`src/rtl/keypad_hex_scanner.sv`:
```
// rtl/keypad_hex_scanner.sv - 4x4 active-low hex keypad scanner with press/release debounce
// Optional 16-bit digit entry register is built when KEYPAD_ENTRY_EN is defined.
module keypad_hex_scanner #(
  parameter int SCAN_DIV       = 50000,
  parameter int DEBOUNCE_TICKS = 8
) (
  input  logic       clk50,
  input  logic       reset,
  input  logic [3:0] row_in,
  output logic [3:0] col_out,
  output logic       key_valid,
  output logic [3:0] key_code,
  output logic       key_held,
  output logic [7:0] entry_msb,
  output logic [7:0] entry_lsb
);

  localparam int PW = (SCAN_DIV > 1) ? $clog2(SCAN_DIV) : 1;
  localparam int CW = $clog2(DEBOUNCE_TICKS + 1);
  localparam logic [PW-1:0] PRESC_MAX = PW'(SCAN_DIV - 1);
  localparam logic [CW-1:0] CNT_DONE  = CW'(DEBOUNCE_TICKS);

  typedef enum logic [1:0] {SCAN, DEBOUNCE, PRESSED, RELEASE} state_t;

  state_t        state, state_n;
  logic [3:0]    row_m, row_s;
  logic [PW-1:0] presc;
  logic          tick;
  logic [1:0]    col_idx, col_idx_n;
  logic [1:0]    r_idx, r_idx_n;
  logic [CW-1:0] cnt, cnt_n, cnt_inc;
  logic          any_low;
  logic [1:0]    low_row;
  logic          accept;
  logic [3:0]    code_n;

  function automatic logic [3:0] key_map(input logic [1:0] r, input logic [1:0] c);
    logic [15:0] row_codes;
    case (r)
      2'd0:    row_codes = 16'h123A;
      2'd1:    row_codes = 16'h456B;
      2'd2:    row_codes = 16'h789C;
      default: row_codes = 16'hE0FD;
    endcase
    case (c)
      2'd0:    return row_codes[15:12];
      2'd1:    return row_codes[11:8];
      2'd2:    return row_codes[7:4];
      default: return row_codes[3:0];
    endcase
  endfunction

  always_ff @(posedge clk50 or posedge reset) begin
    if (reset) begin
      row_m <= 4'hF;
      row_s <= 4'hF;
    end else begin
      row_m <= row_in;
      row_s <= row_m;
    end
  end

  always_ff @(posedge clk50 or posedge reset) begin
    if (reset)     presc <= '0;
    else if (tick) presc <= '0;
    else           presc <= presc + 1'b1;
  end

  assign tick    = (presc == PRESC_MAX);
  assign any_low = (row_s != 4'hF);
  assign cnt_inc = cnt + 1'b1;
  assign col_out = ~(4'b0001 << col_idx);

  // Lowest-numbered low row wins when several keys share the driven column
  always_comb begin
    low_row = 2'd3;
    if (!row_s[0])      low_row = 2'd0;
    else if (!row_s[1]) low_row = 2'd1;
    else if (!row_s[2]) low_row = 2'd2;
  end

  always_comb begin
    state_n   = state;
    col_idx_n = col_idx;
    r_idx_n   = r_idx;
    cnt_n     = cnt;
    accept    = 1'b0;
    code_n    = key_map(r_idx, col_idx);
    if (tick) begin
      case (state)
        SCAN: begin
          if (!any_low) begin
            col_idx_n = col_idx + 1'b1;
          end else begin
            r_idx_n = low_row;
            cnt_n   = CW'(1);
            code_n  = key_map(low_row, col_idx);
            if (DEBOUNCE_TICKS == 1) begin
              state_n = PRESSED;
              accept  = 1'b1;
            end else begin
              state_n = DEBOUNCE;
            end
          end
        end
        DEBOUNCE: begin
          if (any_low && (low_row == r_idx)) begin
            cnt_n = cnt_inc;
            if (cnt_inc == CNT_DONE) begin
              state_n = PRESSED;
              accept  = 1'b1;
            end
          end else begin
            state_n   = SCAN;
            col_idx_n = col_idx + 1'b1;
          end
        end
        PRESSED: begin
          if (!any_low) begin
            cnt_n   = CW'(1);
            state_n = (DEBOUNCE_TICKS == 1) ? SCAN : RELEASE;
          end
        end
        RELEASE: begin
          // Column stays parked on the released key; any low row is chatter
          if (!any_low) begin
            cnt_n = cnt_inc;
            if (cnt_inc == CNT_DONE) state_n = SCAN;
          end else begin
            state_n = PRESSED;
          end
        end
        default: state_n = SCAN;
      endcase
    end
  end

  always_ff @(posedge clk50 or posedge reset) begin
    if (reset) begin
      state     <= SCAN;
      col_idx   <= 2'd0;
      r_idx     <= 2'd0;
      cnt       <= '0;
      key_valid <= 1'b0;
      key_code  <= 4'h0;
      key_held  <= 1'b0;
    end else begin
      state     <= state_n;
      col_idx   <= col_idx_n;
      r_idx     <= r_idx_n;
      cnt       <= cnt_n;
      key_valid <= accept;
      if (accept) key_code <= code_n;
      key_held  <= (state_n == PRESSED) || (state_n == RELEASE);
    end
  end

`ifdef KEYPAD_ENTRY_EN
  logic [15:0] entry;

  always_ff @(posedge clk50 or posedge reset) begin
    if (reset)       entry <= 16'h0000;
    else if (accept) entry <= {entry[11:0], code_n};
  end

  assign entry_msb = entry[15:8];
  assign entry_lsb = entry[7:0];
`else
  assign entry_msb = 8'h00;
  assign entry_lsb = 8'h00;
`endif

endmodule
```
`config.mk`:
```
export PLATFORM = sky130hd
export DESIGN_NAME = keypad_hex_scanner
export DESIGN_NICKNAME = d
export VERILOG_FILES = /design/src/rtl/keypad_hex_scanner.sv
export SDC_FILE = /design/constraint.sdc
export NUM_CORES = 1
export LEC_CHECK = 0
export CORE_MARGIN = 3
export CORE_UTILIZATION = 30
export CTS_CLUSTER_DIAMETER = 60
export DETAILED_ROUTE_END_ITERATION = 6
export GPL_TIMING_DRIVEN = 1
export HOLD_SLACK_MARGIN = 0.15
export PLACE_DENSITY = 0.52
export SYNTH_ARGS = -nofsm -noshare
export SYNTH_HDL_FRONTEND = slang
export SYNTH_SLANG_ARGS = --single-unit
```
`constraint.sdc`:
```
create_clock -name clk50 -period 2.13 [get_ports clk50]
set_input_delay 0.3195 -clock clk50 [delete_from_list [all_inputs] [get_ports clk50]]
set_output_delay 0.3195 -clock clk50 [all_outputs]
set_load 0.01 [all_outputs]
```
==> results.yml <==
status:
  status: "finished, violations left"
  violations: "setup timing"
min_path:
  min-delay-start: "row_m[0]"
  min_path_cells: 0
  min_to: "row_s[0]"
  hp-class: "reg2reg"
cells_and_area:
  syn_to_final_growth_pct: 36.24
  antenna_cells: 0
  multi_input_area_mm2: 0.001092
  layout_commonest_cell: "buf_4"
  finalNetCount: 285
  final_cell_mix: "buf_4, dfrtp_1, inv_1, nor2_1, conb_1"
  fin_area_mm2: 0.002930
  fin_util: 0.4266
  nFillCells: 663
  regArea_mm2: 0.001011
  drive_above_1_share: 0.3077
critical_path:
  worstPathRequired_ns: 2.31
  crit_type: "reg2reg"
  arrival_ns: 2.53
  critPathCaptureType: "flip-flop"
  slowest_delay_ns: 0.57
  crit_path_start_kind: "flip-flop"
  path_max_fanout: 3
  reg2reg_to: "col_idx[1]"
  r2r-start: "presc[10]"
  path_cells: "or4b_4 > or4_4 > or4_4 > mux2_4"
  reg2reg_depth: 4
  r2r_slack_ns: -0.22
  slowest_stage: "or4_4"
  crit_path_frequent_cell: "or4_4"
route:
  ant_nets: 0
  drtIter0Drc: 50
  drcViolationCount: 0
  num_vias: 1615
  wl_met2_um: 2078
  firstDrtPassIters: 6
  met1_length_um: 1963
  highest_layer: "met4"
  wl_met3_um: 196
  avgViaCountPerCell: 4.377
  wirelength_um: 4307
  wl_per_cell_um: 11.67
logic_synthesis:
  synth_cells: 211
  ys_warn_count: 0
  yosys.cell_types.count: 50
  syn_avg_cell_area_um2: 10.19
  synth_area_mm2: 0.002151
  synth-main-ff-cell: "dfrtp_1"
  async_reset_ff_frac: 1.000
  ys_ff_latch: 40
  ys_seq_area_frac: 0.4700
  synth_edf_count: 0
clock_network:
  ctsHoldBuffers: 0
  htree_levels: 2
  cts_root_buf: "clkbuf_8"
  clock_path_buffers: 2
  numCtsBuffers: 5
  cts_tree: "yes"
  path_clk_slew_ns: 0.08
  clk_latency_ns: 0.29
  clock-sinks: 40
power_and_ir_drop:
  internal_power_w: 0.001255
  switchingPower_w: 0.0002998
  seqPwrFrac: 0.502
  p_comb_frac: 0.031
  power_w: 0.001555
  power-per-cell-area_mw_per_mm2: 530.6
  worst_ir_drop_vdd_v: 0.0002708
  p_leak_nw: 1.388
  clkPwrFrac: 0.467
  swShare: 0.1928
die:
  initial_utilization: 0.3131
  chipHeight_um: 90.67
  fp.coreArea_mm2: 0.006869
  io_pins: 32
  die_area_mm2: 0.008221
  die_x_um: 90.67
  rows: 30
timing:
  holdWs_ns: 0.3581
  finalHoldViolCount: 0
  fmax_mhz: 425.4
  worst_pin_slew_ns: 0.5003
  timing.final.ws_setup_ns: -0.2208
  slew_violations: 0
  fin_skew_ns: 0.007046
  rsz0062_at_grt: "true"
  setup_viol: 12
  finalCritPeriodShare: 1.104
  slew_headroom: 0.6665
  final.min_clock_period_ns: 2.351
grt:
  grt_pass1_vias: 1487
  grt.total_usage: 0.1074
  grt_max_degree: 41
  antenna_found_initial: 0
  globalRouteOverflowTotal: 0
  grt_pass1_wl_um: 7079
placed_design:
  place_congestion: 0.8045
  dp_hpwl_um: 3080
  place_area_mm2: 0.002621
  port_buffers: 15
job:
  cap_viol_max_count: 0
-- Yosys cell counts (2+ instances only) --
master,count,area [um^2]
a211oi_1,2,15.01
a21o_1,2,15.01
a21oi_1,4,20.02
and3_1,3,18.77
buf_4,16,120.1
clkbuf_1,4,15.01
dfrtp_1,32,800.8
dfstp_2,8,210.2
ha_1,7,87.58
inv_1,17,63.81
mux2_2,3,33.78
mux2i_1,4,40.04
nand2_1,14,52.55
nand2b_1,3,18.77
nand3_1,12,60.06
nand4_1,2,12.51
nor2_1,16,60.06
nor3_1,4,20.02
nor4_1,2,12.51
o211ai_1,2,15.01
o21ai_0,6,30.03
o311ai_0,2,17.52
o31ai_1,3,22.52
or3_1,3,18.77
or4_4,2,22.52
xnor2_1,5,43.79
xor2_1,10,87.58
-- registers in the layout (all words and copies together), names as in the netlist --
register and flops:
key_held 1, presc 16, key_code 4, state 2
col_idx 2, row_s 4, r_idx 2, cnt 4
row_m 4, key_valid 1
-- timing repair --
item / 4_1_cts / 5_1_grt
gates resized for setup: 23 / 3
hold endpoints to repair: 0 / 0
setup buffers: 7 / 3
endpoints found under the setup margin: 14 / 23
pin swaps: 11 / 6
-- metrics by stage --
stage / setup slack (ns) / setup TNS, ns / instances
6_report: -0.2208 / -1.295 / 369
5_1_grt: -0.2596 / -2.343 / 369
4_1_cts: -0.2367 / -1.616 / 366
3_5_place_dp: -0.2201 / -1.609 / 353
3_3_place_gp: -0.1779 / -1.248 / 353
2_1_floorplan: -0.2004 / -0.5279 / 226
-- how the worst max path moves through the flow --
stage | startpoint | endpoint | slack (ns) | cells past startpoint
finish | presc[10] | col_idx[1] | -0.22 | 4
global route | presc[10] | col_idx[1] | -0.26 | 4
CTS | presc[12] | col_idx[1] | -0.24 | 4
detailed placement | presc[10] | col_idx[1] | -0.22 | 4
global placement | presc[10] | col_idx[1] | -0.18 | 4
floorplan | presc[10] | col_idx[1] | -0.20 | 4
-- power groups by stage --
stage	Combinational [W]	Clock (W)	Sequential [W]
after global placement	0.0000490	0	0.000795
after global routing	0.0000549	0.000789	0.000781
final	0.0000485	0.000726	0.000781
after CTS	0.0000495	0.000753	0.000780
after detailed placement	0.0000486	0	0.000795
after floorplan	0.0000532	0	0.000792
-- logic make-up (layout without fill, tap and decap cells) --
family	after synthesis	in the layout	share of synthesized area
flops	40	40	0.4700
simple gates	70	70	0.1833
fa+ha+maj	7	7	0.04072
other cells	1	16	0.001744
compound gates	32	32	0.1070
buf+inv	38	85	0.09482
mux	8	8	0.04130
xor+xnor	15	15	0.06108
-- critical path, delay by kind of cell, from the launching register on --
family,cells,cell delay (ns)
flops,1,0.38
mux,1,0.31
simple gates,3,1.54
-- metal layers --
layer,global-route usage,vias to the layer above
li1,-,819
met1,0.1388,750
met2,0.1723,39
met3,0.02917,7
met4,0.03827,0
met5,0,-
-- area by class of cell --
| class | count | area share |
|---|---|---|
| sequential | 40 | 0.3450 |
| clock inverter | 2 | 0.02050 |
| clock buffer | 6 | 0.02477 |
| tap | 96 | 0.04099 |
| inverter | 17 | 0.02178 |
| multi-input combinational | 148 | 0.3728 |
| timing repair buffer | 60 | 0.1742 |
Power figures use the tool's default switching activity.
